`src/rtl/mux8_rr_arbiter.sv`:
```
// Round-robin owner arbiter for a shared 8-way bus mux, with an idle turnaround between owners.
// Optional forced release after MaxHoldCycles granted cycles: define MUX_ARB_TIMEOUT_EN.
module mux8_rr_arbiter #(
  parameter int TurnaroundCycles = 1,
  parameter int MaxHoldCycles    = 256
) (
  input  logic       Clock,
  input  logic       Reset,
  input  logic [7:0] Req,
  output logic [7:0] Grant,
  output logic [2:0] Sel,
  output logic       Enable,
  output logic       Busy,
  output logic       Timeout
);

  localparam logic [1:0] IDLE = 2'd0;
  localparam logic [1:0] OWN  = 2'd1;
  localparam logic [1:0] GAP  = 2'd2;

  localparam logic [3:0] GapLoad = 4'((TurnaroundCycles > 0) ? TurnaroundCycles - 1 : 0);

  if ((TurnaroundCycles < 0) || (TurnaroundCycles > 15) ||
      (MaxHoldCycles < 1) || (MaxHoldCycles > 65535)) begin : gBadParams
    $error("mux8_rr_arbiter: parameter out of legal range");
  end

  // Returns {found, index}; the lowest priority slot is the previous owner itself.
  function automatic logic [3:0] rrPick(input logic [7:0] req, input logic [2:0] last);
    logic [3:0] res;
    logic [2:0] idx;
    res = 4'b0000;
    for (int i = 8; i >= 1; i--) begin
      idx = last + 3'(i);
      if (req[idx]) begin
        res = {1'b1, idx};
      end
    end
    return res;
  endfunction

  logic [1:0] stateR, stateS;
  logic [7:0] grantR, grantS;
  logic [2:0] selR, selS;
  logic [2:0] lastR, lastS;
  logic       enableR, enableS;
  logic       busyR, busyS;
  logic [3:0] gapR, gapS;
  logic [3:0] pickS;
  logic       dropS;
  logic       releaseS;
  logic       timeoutS;

`ifdef MUX_ARB_TIMEOUT_EN
  localparam logic [15:0] HoldLimit = 16'(MaxHoldCycles - 1);
  logic [15:0] holdR, holdS;
  logic        expiredS;
  logic        timeoutR;
  assign expiredS = (holdR >= HoldLimit);
  assign releaseS = dropS | expiredS;
  assign timeoutS = expiredS & ~dropS;
  assign Timeout  = timeoutR;
`else
  assign releaseS = dropS;
  assign timeoutS = 1'b0;
  assign Timeout  = 1'b0;
`endif

  assign pickS = rrPick(Req, lastR);
  assign dropS = ~Req[selR];

  // Next-state and next-output computation for the IDLE/OWN/GAP sequence.
  always_comb begin
    stateS  = stateR;
    grantS  = grantR;
    selS    = selR;
    lastS   = lastR;
    enableS = enableR;
    busyS   = busyR;
    gapS    = gapR;
`ifdef MUX_ARB_TIMEOUT_EN
    holdS   = holdR;
`endif
    case (stateR)
      IDLE: begin
        if (pickS[3]) begin
          stateS  = OWN;
          grantS  = 8'b0000_0001 << pickS[2:0];
          selS    = pickS[2:0];
          lastS   = pickS[2:0];
          enableS = 1'b1;
          busyS   = 1'b1;
`ifdef MUX_ARB_TIMEOUT_EN
          holdS   = 16'd0;
`endif
        end else begin
          stateS = IDLE;
          busyS  = 1'b0;
        end
      end
      OWN: begin
        if (releaseS) begin
          grantS  = 8'b0000_0000;
          enableS = 1'b0;
          if (TurnaroundCycles == 0) begin
            stateS = IDLE;
            busyS  = 1'b0;
          end else begin
            stateS = GAP;
            gapS   = GapLoad;
            busyS  = 1'b1;
          end
        end else begin
`ifdef MUX_ARB_TIMEOUT_EN
          holdS = holdR + 16'd1;
`endif
          stateS = OWN;
        end
      end
      GAP: begin
        if (gapR == 4'd0) begin
          stateS = IDLE;
          busyS  = 1'b0;
        end else begin
          gapS = gapR - 4'd1;
        end
      end
      default: begin
        stateS  = IDLE;
        grantS  = 8'b0000_0000;
        enableS = 1'b0;
        busyS   = 1'b0;
        gapS    = 4'd0;
      end
    endcase
  end

  // State and output registers; every output leaves the block from a flop.
  always_ff @(posedge Clock or posedge Reset) begin
    if (Reset) begin
      stateR   <= IDLE;
      grantR   <= 8'b0000_0000;
      selR     <= 3'd0;
      lastR    <= 3'd7;
      enableR  <= 1'b0;
      busyR    <= 1'b0;
      gapR     <= 4'd0;
`ifdef MUX_ARB_TIMEOUT_EN
      holdR    <= 16'd0;
      timeoutR <= 1'b0;
`endif
    end else begin
      stateR   <= stateS;
      grantR   <= grantS;
      selR     <= selS;
      lastR    <= lastS;
      enableR  <= enableS;
      busyR    <= busyS;
      gapR     <= gapS;
`ifdef MUX_ARB_TIMEOUT_EN
      holdR    <= holdS;
      timeoutR <= (stateR == OWN) ? timeoutS : 1'b0;
`endif
    end
  end

  assign Grant  = grantR;
  assign Sel    = selR;
  assign Enable = enableR;
  assign Busy   = busyR;

endmodule

```
`config.mk`:
```
export PLATFORM = sky130hd
export DESIGN_NAME = mux8_rr_arbiter
export DESIGN_NICKNAME = d
export VERILOG_FILES = /design/src/rtl/mux8_rr_arbiter.sv
export SDC_FILE = /design/constraint.sdc
export NUM_CORES = 1
export LEC_CHECK = 0
export ABC_AREA = 1
export CAP_MARGIN = 20
export CORE_MARGIN = 8
export CORE_UTILIZATION = 46
export DETAILED_ROUTE_END_ITERATION = 8
export DONT_BUFFER_PORTS = 1
export PLACE_DENSITY = 0.59
export SKIP_LAST_GASP = 1
export SYNTH_ARGS = -nofsm -noshare
export SYNTH_HDL_FRONTEND = slang
export SYNTH_SLANG_ARGS = --single-unit
```
`constraint.sdc`:
```
create_clock -name Clock -period 6.1 [get_ports Clock]
set_input_delay 0.915 -clock Clock [delete_from_list [all_inputs] [get_ports Clock]]
set_output_delay 0.915 -clock Clock [all_outputs]
set_load 0.005 [all_outputs]
```
Word level (Yosys, flattened, before mapping)
Cells that the tools add are included.
{"block": "word_totals", "register_bits": 22, "inputBits": 10, "output_inout_bits": 14, "elab_cells": 82}
{"block": "classes", "addsub": 8, "order_cmp": 9, "eq_ne": 6, "shifts": 1, "muxes": 43, "bitwise": 2, "n_reduce_logical": 6}
{"cell": "$mux W4", "n": 10}
{"cell": "$lt A3 B4 Y1 const B", "n": 9}
{"cell": "$bmux W1 S3", "n": 9}
{"cell": "$pmux W8 S3", "n": 1}
{"cell": "$mux W8", "n": 2}
{"cell": "$mux W1", "n": 15}
{"cell": "$add A3 B3 Y3 const B", "n": 4}
{"cell": "$pmux W4 S3", "n": 1}
{"cell": "$ne A2 B2 Y1 const B", "n": 4}
{"cell": "$shl A1 B3 Y8 const A", "n": 1}
{"cell": "$add A3 B2 Y3 const B", "n": 2}
{"cell": "$pmux W1 S3", "n": 2}
{"cell": "$pmux W2 S3", "n": 1}
{"cell": "$reduce_and A3 Y1", "n": 2}
{"cell": "$logic_not A4 Y1", "n": 1}
{"cell": "$mux W2", "n": 2}
{"cell": "$reduce_and A2 Y1", "n": 2}
{"cell": "$sub A4 B1 Y4 const B", "n": 1}
{"cell": "$add A3 B1 Y3 const B", "n": 1}
{"cell": "$eq A2 B1 Y1 const B", "n": 1}
{"cell": "$eq A2 B2 Y1 const B", "n": 1}
{"cell": "$logic_not A2 Y1", "n": 1}
{"cell": "$not A1 Y1", "n": 2}

Depth between registers and ports, before layout
Gate-level depths: netlist of run 1.
{"block": "depth", "ltp_word": 13, "mapped_depth": 21, "ltp_nobuf": 20}

Worst setup path before layout of run 1
Ideal clock, no wire load.
{"block": "synth_timing", "path_kind": "reg2reg", "from": "register lastR[1]", "to": "register selR[2] (netlist: Sel[2])", "setup_ps": 120, "arrival_ps": 2167, "setup_slack_ps": 3813, "stages_incl_launch_ff": 15, "n_path_buf": 1, "cell_sequence": "dfstp_2 buf_4 inv_4 ha_1 inv_2 nand3_1 nand3_1 nand2_2 inv_2 nand3_1 nor2_2 nor3_4 inv_1 nand2_1 nand2_1"}
{"block": "synth_between", "elab_chain_len": 11}
{"element": "start: declaration", "line_no": "45", "rtl": "logic [2:0] lastR, lastS;"}
{"element": "start signal: assignment", "line_no": "156", "rtl": "lastR <= lastS;"}
{"element": "$add A3 B3 Y3 / $bmux W1 S3 (equally long branches)", "line_no": "34, 35"}
{"element": "$bmux W1 S3 / $mux W1 (equally long branches)", "line_no": "35", "rtl": "if (req[idx]) begin"}
{"element": "$mux W1 (implied by the code) / $mux W4 (equally long branches)", "line_no": "35"}
{"element": "$mux W4 (6 in series)", "line_no": "35"}
{"element": "$mux W4 *", "line_no": "35"}
{"element": "$reduce_and A2 Y1 (no source line)"}
{"element": "end signal: assignment", "line_no": "155", "rtl": "selR <= selS;"}
{"element": "end: declaration", "line_no": "44", "rtl": "logic [2:0] selR, selS;"}
Mark *: on every way between the ends. The rest lies on a longest branch, timed or not. The select of a mux whose other input is x is not followed.
A chain may end at the register's enable or synchronous reset.

Final worst setup path of run 1
{"block": "layout_timing", "from": "register lastR[0]", "to": "register grantR[6] (netlist: Grant[6])"}
{"block": "layout_between", "elab_chain_len": 13}
{"element": "$add A3 B3 Y3 / $bmux W1 S3 (equally long branches)", "line_no": "34, 35"}
{"element": "$bmux W1 S3 / $mux W1 (equally long branches)", "line_no": "35"}
{"element": "$mux W1 (implied by the code) / $mux W4 (equally long branches)", "line_no": "35"}
{"element": "$mux W4 (6 in series)", "line_no": "35"}
{"element": "$mux W4 *", "line_no": "35"}
{"element": "$shl A1 B3 Y8", "line_no": "88", "rtl": "grantS = 8'b0000_0001 << pickS[2:0];"}
{"element": "$mux W8", "line_no": "86", "rtl": "if (pickS[3]) begin"}
{"element": "$pmux W8 S3", "line_no": "84", "rtl": "case (stateR)"}
{"element": "end signal: assignment", "line_no": "154", "rtl": "grantR <= grantS;"}
{"element": "end: declaration", "line_no": "43", "rtl": "logic [7:0] grantR, grantS;"}
Marks and branches as above.

==> results of run 1 <==
==> cells by family after synthesis <==
kind of cell,Yosys count,synth area share [%]
AOI/OAI and AO/OA,28,9.74
xor gates and xnor gates,5,4.13
adders and majority gates,3,2.21
buffers and inverters,35,9.22
DFF,22,32.7
other,1,0.221
and+or+nand+nor,159,41.8
==> sequential cells by signal (all words and copies together) (netlist names) <==
register	cells
Enable	1
Sel	3
Grant	8
gapR	4
Busy	1
lastR	3
stateR	2
==> area by class of cell <==
cell class	count	area share, %
multi-input combinational	196	55.6
sequential	22	31.2
inverter	31	6.70
tap	48	3.39
clock buffer	4	3.10
==> routing by layer <==
| layer | global-route usage, % | routed length (microns) | part of all wire, % | vias to the layer above |
|---|---|---|---|---|
| li1 | - | - | - | 804 |
| met1 | 17.4 | 1770 | 44 | 686 |
| met2 | 24.6 | 1960 | 49 | 29 |
| met3 | 3.61 | 248 | 6.2 | 5 |
| met4 | 3.65 | 34 | 0.85 | 0 |
| met5 | 0 | 0 | 0 | - |
==> critical path, cell delays in order, from the launching register on <==
cell      delay, ns
dfstp_2        0.68
inv_2          0.15
ha_1           0.45
inv_2          0.12
nand3_2        0.10
nand3_1        0.15
nand2_2        0.14
nor2_1         0.05
nand3_1        0.09
nor2_2         0.07
nor3_4         0.30
nand2_2        0.16
o21bai_1       0.18
==> cell usage in the layout (no fill, tap or decap) <==
cell      Yosys  final
nand2_1      92     92
nand3_1      34     34
inv_1        21     21
dfrtp_1      19     19
nor2_1       19     19
o21ai_0      12     12
inv_2         9      9
a21oi_1       6      6
nand3_2       5      5
nand2_2       5      5
a21boi_0      4      4
o21bai_1      4      4
clkbuf_8      0      4
ha_1          3      3
dfstp_2       3      3
xor2_1        2      2
inv_4         1      1
xnor2_1       1      1
xor2_2        1      1
xor2_4        1      1
nand4_2       1      1
nor2_2        1      1
nor3_4        1      1
o211ai_1      1      1
nand4_1       1      1
o31ai_1       1      1
conb_1        1      1
==> worst max-delay path by stage <==
stage / start / endpoint / slack, ns / cells past startpoint
after CTS: lastR[0]$_DFFE_PP1P_ / Grant[6]$_DFFE_PP0P_ / 3.39 / 17
after global routing: lastR[0]$_DFFE_PP1P_ / Grant[2]$_DFFE_PP0P_ / 3.11 / 17
final: lastR[0]$_DFFE_PP1P_ / Grant[6]$_DFFE_PP0P_ / 3.36 / 12
after floorplan: lastR[1]$_DFFE_PP1P_ / Sel[2]$_DFFE_PP0P_ / 3.81 / 14
after global placement: lastR[0]$_DFFE_PP1P_ / Grant[6]$_DFFE_PP0P_ / 3.38 / 12
after detailed placement: lastR[0]$_DFFE_PP1P_ / Grant[0]$_DFFE_PP0P_ / 3.42 / 17
==> stage by stage <==
stage / setup WS (ns) / hold slack [ns]
after floorplan: 3.81 / 0.452
after global placement: 3.38 / 0.476
after detailed placement: 3.42 / 0.474
after CTS: 3.39 / 0.493
after global routing: 3.11 / 0.535
final: 3.36 / 0.493
==> metrics.txt, run 1 <==
run status=completed; placed cell area=0.00172 sq mm; Layout Area Growth over Synthesis=4.57%; worst min path class=reg -> reg; critical path peak fanout=12; Detailed Routing Iterations Pass 1=4; CTS Buf Count=3; synthesized instance count=between 200 and 300; hold path cells=2; Max Cap Viol=0; area of the core=0.00361 sq mm; initial core utilization=47.1%; Post-Syn Area=roughly 0.0017 sq mm; crit end category=flip-flop; Crit path arrival time=around 2.9 ns; Critical Path Source Type=flip-flop; final wirelength=roughly 4.0 mm; Multi-input gate area=986 sq um; IO Count=24; share of layout cells above drive strength 1=around an eighth; clock transition at the registers of the reported paths=0.08 ns; Commonest cells post-synth=nand2_1, nand3_1, inv_1, dfrtp_1, nor2_1; Warnings, synthesis=0; minimum clock period=~2.7 ns; most frequent cell after synthesis=nand2_1; WP data required=around 6.3 ns; fin cells=~300; Synth area leader=dfrtp_1; CTS H-tree depth=1; Final HPWL DP=3.27 mm; share of the synthesized area in the top cell type=28.0%; PostCTS Resize Cnt=0; FFs w/ async S/R, synth=100%; Nets=267; CTS Hold Bufs=0; reg-to-reg slack, setup=about 3.4 ns; Final Instance Area=0.00177 sq mm; Worst-Margin Slew=~0.83 ns; Synth Flop Type=dfrtp_1; synth top area cells=dfrtp_1, nand2_1, nand3_1; RSZ-0062 raised after global routing=false; utilization after layout=~49%; gr usage total=approximately 14%; per-cell routed wire length=13.3 microns; number of synthesized flops with an enable pin=0; vias post-DR=1524; CTS root buf=clkbuf_8; routability congestion estimate=approximately 0.91; antenna violations before repair=0; CTS sink cnt=22; Layout fillers=364; Setup Skew=approximately 0.0024 ns; reg2reg path depth=12; period utilization=between 40% and 50%; sequential share of the synthesized area=between 30% and 40%; antenna viol nets, final=0; worst r2r src=lastR[0]$_DFFE_PP1P_; Avg Vias per Cell=between 5 and 6; FF-to-FF End=Grant[6]$_DFFE_PP0P_; Setup TNS Final=0 ns; CTS tree=built; die area=0.00589 sq mm; CP Class=reg -> reg; Post-Syn Nets=roughly 270; DRC violations left=0; final-report setup violation count=0; Pins Over Slew Limit=0; placed cell count=297; via count of the first global-routing pass=about 1600; die height=about 77 microns; Register Area=roughly 550 sq um; Core Rows=22; Hold EP=gapR[1]$_DFFE_PP0P_; relative slew slack=between 40 and 50%; Post-CTS Setup Bufs=0; Antenna Cells=0; Remaining Overflow, GRT=0; Unique masters post-synth=28; Synth Register Bits=22; Worst-Skew Late Latency=around 0.26 ns; min-delay src=gapR[1]$_DFFE_PP0P_; CTS max path bufs=2; fmax=between 300 and 400 MHz; Final Hold Viols=0; number of port buffers=0; largest net degree at the start of global routing=23; global-route wire length before repair=between 7 and 8 mm; synthesized area per cell=around 6.7 sq um; Starting DRT DRC Count=112; die width=76.7 microns
Power of run 1 is left out: the tool's default activity adds up to more than one toggle a clock period on the data nets, which glitch-free logic cannot reach.
==> run 2: changes to the inputs <==
--- a/config.mk
+++ b/config.mk
@@ -11,7 +11,7 @@
 export CORE_UTILIZATION = 46
 export DETAILED_ROUTE_END_ITERATION = 8
 export DONT_BUFFER_PORTS = 1
-export PLACE_DENSITY = 0.59
+export PLACE_DENSITY = 0.61
 export SKIP_LAST_GASP = 1
 export SYNTH_ARGS = -nofsm -noshare
 export SYNTH_HDL_FRONTEND = slang
==> constraint.sdc (replaced) <==
create_clock -name Clock -period 2.4 [get_ports Clock]
set_input_delay 0.36 -clock Clock [delete_from_list [all_inputs] [get_ports Clock]]
set_output_delay 0.36 -clock Clock [all_outputs]
set_load 0.005 [all_outputs]
==> metrics.txt, run 2 (synthesized netlist as in run 1, its figures left out) <==
die height=76.7 microns (unchanged); global-route wire length before repair=7.11 mm (-0.88%); share of layout cells above drive strength 1=18.1% (+5.5 points); reg2reg path depth=13 (+1); Post-Place Setup Slack=0.0260 ns (-3.39 ns); Final Hold Viols=0 (unchanged); fmax=444 MHz (+22%); number of port buffers=0 (unchanged); Critical Path Source Type=flip-flop; Pins Over Slew Limit=0 (unchanged); CTS root buf=clkbuf_8; Crit path arrival time=2.40 ns (-0.52 ns); antenna viol nets, final=0 (unchanged); utilization after layout=52.3% (+3.1 points); Starting DRT DRC Count=126 (+13%); Setup Skew=0.00526 ns (+0.00283 ns); max FFs per register=8 (unchanged); critical path peak fanout=7 (-5); IO Count=24 (unchanged); die width=76.7 microns (unchanged); Layout fillers=377 (+3.6%); Core Rows=22 (unchanged); FF-to-FF End=Sel[2]$_DFFE_PP0P_; largest net degree at the start of global routing=23 (unchanged); Remaining Overflow, GRT=0 (unchanged); die area=0.00589 sq mm (unchanged); DRC violations left=0 (unchanged); Max Cap Viol=0 (unchanged); most frequent cells in the layout=nand2_1, nand3_1, inv_1, dfrtp_1, nor2_1; CTS tree=built; worst min path class=in -> async; period utilization=93.8% (+49 points); Detailed Routing Iterations Pass 1=4 (unchanged); CTS max path bufs=2 (unchanged); Layout Area Growth over Synthesis=11.1%; final-report setup violation count=0 (unchanged); Worst-Skew Late Latency=0.26 ns (about the same); crit end category=flip-flop; placed cell area=0.00176 sq mm (+2.6%); clock transition at the registers of the reported paths=0.08 ns (about the same); gr usage total=14.3% (-0.10 points); commonest non-fill, non-tap cell in the layout=nand2_1; CTS sink cnt=22 (unchanged); per-cell routed wire length=13.4 microns (+0.73%); antenna violations before repair=0 (unchanged); Avg Vias per Cell=5.16 (+1.8%); via count of the first global-routing pass=1580 (+1.8%); minimum clock period=2.25 ns (-0.485 ns); CTS H-tree depth=1 (unchanged); Antenna Cells=0 (unchanged); worst r2r src=lastR[1]$_DFFE_PP1P_; WP data required=2.55 ns (-3.73 ns); final wirelength=4.12 mm (+2.7%); initial core utilization=47.1% (unchanged); CP Class=reg -> reg; routability congestion estimate=0.945 (+3.6%); Final HPWL DP=3.34 mm (+2.1%); Post-CTS Setup Bufs=0 (unchanged); setup ws final=0.149 ns (-3.21 ns); Worst-Margin Slew=0.800 ns (-0.0338 ns); reg-to-reg slack, setup=0.15 ns (-3.21 ns); relative slew slack=46.6% (+2.3 points); area of the core=0.00361 sq mm (unchanged); vias post-DR=1583 (+3.9%); run status=completed; CTS Buf Count=3 (unchanged); Final Instance Area=0.00188 sq mm (+6.2%); Nets=273 (+2.2%)
## run 2: layout make-up
cell class | instances | area [sq um] | share of cell area [%]
timing repair buffer | 6 | 52.6 | 2.79
sequential | 22 | 554 | 29.4
multi-input combinational | 196 | 1040 | 55.2
tap | 48 | 60.1 | 3.19
clock buffer | 4 | 55.1 | 2.92
inverter | 31 | 121 | 6.44
## run 2: worst max-delay path, stage by stage, from the launching register on
cell and delay (ns):
dfstp_2 0.57, inv_4 0.04, ha_4 0.31, inv_4 0.06
nand3_1 0.13, nand3_1 0.13, nand2_1 0.14, inv_1 0.08
nand4_2 0.11, nor2_4 0.05, nor3_4 0.22, inv_1 0.16
nand2_1 0.08, nand2_1 0.05
## run 2: metrics by stage
step | std cells | setup TNS (ns) | hold WS [ns]
after CTS | 307 | 0 | 0.177
after global routing | 307 | -0.00924 | 0.209
after global placement | 303 | 0 | 0.453
final | 307 | 0 | 0.129
after floorplan | 253 | 0 | 0.347
after detailed placement | 303 | 0 | 0.462
## run 2: how the worst max path moves through the flow
stage                               from                   end
floorplan           lastR[1]$_DFFE_PP1P_    Sel[2]$_DFFE_PP0P_
global placement    lastR[0]$_DFFE_PP1P_  Grant[6]$_DFFE_PP0P_
detailed placement  lastR[0]$_DFFE_PP1P_  Grant[0]$_DFFE_PP0P_
CTS                 lastR[1]$_DFFE_PP1P_  Grant[0]$_DFFE_PP0P_
global route        lastR[1]$_DFFE_PP1P_    Sel[1]$_DFFE_PP0P_
finish              lastR[1]$_DFFE_PP1P_    Sel[2]$_DFFE_PP0P_
## run 2: what timing repair did
item / CTS / global route
hold buffers: 0 / 0
endpoints found under the setup margin: 0 / 17
resized for setup: 0 / 16
## run 2: per-layer routing
layer	routed length, microns	vias up	share of wire, %	GRT usage (%)
met5	0	-	0	0
met4	72	0	1.7	5.77
met3	187	9	4.5	2.91
met2	2050	30	50	25.5
met1	1810	731	44	16.1
li1	-	813	-	-
Power of run 2 is left out for the same reason.
==> run 3: changes to the inputs <==
--- a/config.mk
+++ b/config.mk
@@ -11,7 +11,7 @@
 export CORE_UTILIZATION = 46
 export DETAILED_ROUTE_END_ITERATION = 8
 export DONT_BUFFER_PORTS = 1
-export PLACE_DENSITY = 0.61
+export PLACE_DENSITY = 0.59
 export SKIP_LAST_GASP = 1
 export SYNTH_ARGS = -nofsm -noshare
 export SYNTH_HDL_FRONTEND = slang
==> constraint.sdc (replaced) <==
create_clock -name Clock -period 2.65 [get_ports Clock]
set_input_delay 0.3975 -clock Clock [delete_from_list [all_inputs] [get_ports Clock]]
set_output_delay 0.3975 -clock Clock [all_outputs]
set_load 0.005 [all_outputs]
==> metrics.txt, run 3 (synthesized netlist as in run 1, its figures left out) <==
run status=completed; number of port buffers=0 (unchanged); Antenna Cells=0 (unchanged); Setup TNS Final=0 ns (unchanged); RSZ-0062 raised after global routing=false; antenna violations before repair=0 (unchanged); CTS sink cnt=22 (unchanged); die height=76.7 microns (unchanged); die width=76.7 microns (unchanged); period utilization=91.0% (-2.7 points); Final HPWL DP=3.43 mm (+2.8%); IO Count=24 (unchanged); Setup Skew=0.000921 ns (-0.00434 ns); Core Rows=22 (unchanged); commonest non-fill, non-tap cell in the layout=nand2_1; CTS max path bufs=2 (unchanged); Crit path arrival time=2.60 ns (+0.20 ns); vias post-DR=1566 (-1.1%); CTS H-tree depth=1 (unchanged); Remaining Overflow, GRT=0 (unchanged); most frequent cells in the layout=nand2_1, nand3_1, inv_1, dfrtp_1, nor2_1; share of layout cells above drive strength 1=14.4% (-3.7 points); crit end category=flip-flop; relative slew slack=46.9% (+0.26 points); worst path buffer plus inverter count=2 (-2); WP data required=2.84 ns (+0.29 ns); CTS root buf=clkbuf_8; Max Cap Viol=0 (unchanged); max FFs per register=8 (unchanged); area of the core=0.00361 sq mm (unchanged); CP Class=reg -> reg; worst path cell trace=buf_4 -> ha_1 -> xor2_4 -> nand3_2 -> nand2_1 -> inv_2 -> nand4_2 -> nor2_2 -> nor3_4 -> nand3_2 -> o21bai_1; Avg Vias per Cell=5.13 (-0.43%); Nets=271 (-0.73%); Final Hold Viols=0 (unchanged); global-route wire length before repair=7.17 mm (+0.79%); slowest library cell on the worst path=dfstp_2; die area=0.00589 sq mm (unchanged); DRC violations left=0 (unchanged); reg2reg path depth=11 (-2); Layout Area Growth over Synthesis=5.90%; Detailed Routing Iterations Pass 1=4 (unchanged); clock transition at the registers of the reported paths=0.07 ns (about the same); Critical Path Most Common Cell=nand3_2; Pins Over Slew Limit=0 (unchanged); per-cell routed wire length=13.7 microns (+2.0%); CTS Hold Bufs=0 (unchanged); Starting DRT DRC Count=109 (-13%); minimum clock period=2.41 ns (+0.162 ns); gr usage total=14.4% (+0.13 points); via count of the first global-routing pass=1527 (-3.4%); fmax=414 MHz (-6.7%); Worst-Margin Slew=0.796 ns (-0.00392 ns); final wirelength=4.18 mm (+1.3%); CP Depth=11 (-2); final-report setup violation count=0 (unchanged); Worst path max stage delay=0.56 ns (about the same); CP delay by family, top=simple AND/OR/NAND/NOR gates; initial core utilization=47.1% (unchanged); worst min path class=in -> async; Critical Path Source Type=flip-flop; antenna viol nets, final=0 (unchanged); Worst-Skew Late Latency=0.26 ns (about the same); largest net degree at the start of global routing=23 (unchanged); CTS tree=built; CTS Buf Count=3 (unchanged); routability congestion estimate=0.917 (-3.0%); critical path peak fanout=9 (+2)
run 3: changes by cell type in the layout (fill, tap and decap cells not counted), sizes merged:
| cell | change |
|---|---|
| buf | -2 |
run 3: through the flow:
| stage | std cells | area, sq um | setup slack [ns] | hold slack [ns] | utilization, % |
|---|---|---|---|---|---|
| 2_1_floorplan | 253 | 1700 | 0.363 | 0.385 | - |
| 3_3_place_gp | 299 | 1730 | 0.162 | 0.478 | 48.1 |
| 3_5_place_dp | 299 | 1730 | 0.162 | 0.469 | 48.1 |
| 4_1_cts | 303 | 1780 | 0.147 | 0.204 | 49.3 |
| 5_1_grt | 305 | 1800 | 0.0415 | 0.268 | 49.8 |
| 6_report | 305 | 1800 | 0.237 | 0.171 | 49.8 |
run 3: timing repair:
item | in CTS | in global routing
resized for setup | 0 | 2
setup buffers | 0 | 2
hold endpoints to repair | 0 | 0
endpoints found under the setup margin | 0 | 3
run 3: path summary, 6_finish.rpt:
| check | startpoint | endpoint | slack (ns) |
|---|---|---|---|
| min in group Clock | gapR[1]$_DFFE_PP0P_ | gapR[1]$_DFFE_PP0P_ | 0.50 |
| min reg2reg | gapR[1]$_DFFE_PP0P_ | gapR[1]$_DFFE_PP0P_ | 0.50 |
| max | lastR[1]$_DFFE_PP1P_ | Grant[3]$_DFFE_PP0P_ | 0.24 |
| max in group asynchronous | Reset | stateR[0]$_DFFE_PP0N_ | 1.99 |
| max reg2reg | lastR[1]$_DFFE_PP1P_ | Grant[3]$_DFFE_PP0P_ | 0.24 |
| min | Reset | Grant[2]$_DFFE_PP0P_ | 0.17 |
run 3: final cells by class:
type                            count  area, sq um
Fill cell                         378         1810
Sequential cell                    22          554
Clock buffer                        4         45.0
Timing Repair Buffer                4         30.0
Tap cell                           48         60.1
Multi-Input combinational cell    196          988
Inverter                           31          119
run 3: per-layer routing:
| layer | vias up | GRT usage (%) | share of wire (%) |
|---|---|---|---|
| li1 | 813 | - | - |
| met1 | 694 | 17.0 | 44 |
| met2 | 44 | 24.6 | 47 |
| met3 | 15 | 2.56 | 5.0 |
| met4 | 0 | 6.92 | 3.5 |
| met5 | - | 0 | 0 |
Power of run 3 is left out for the same reason.
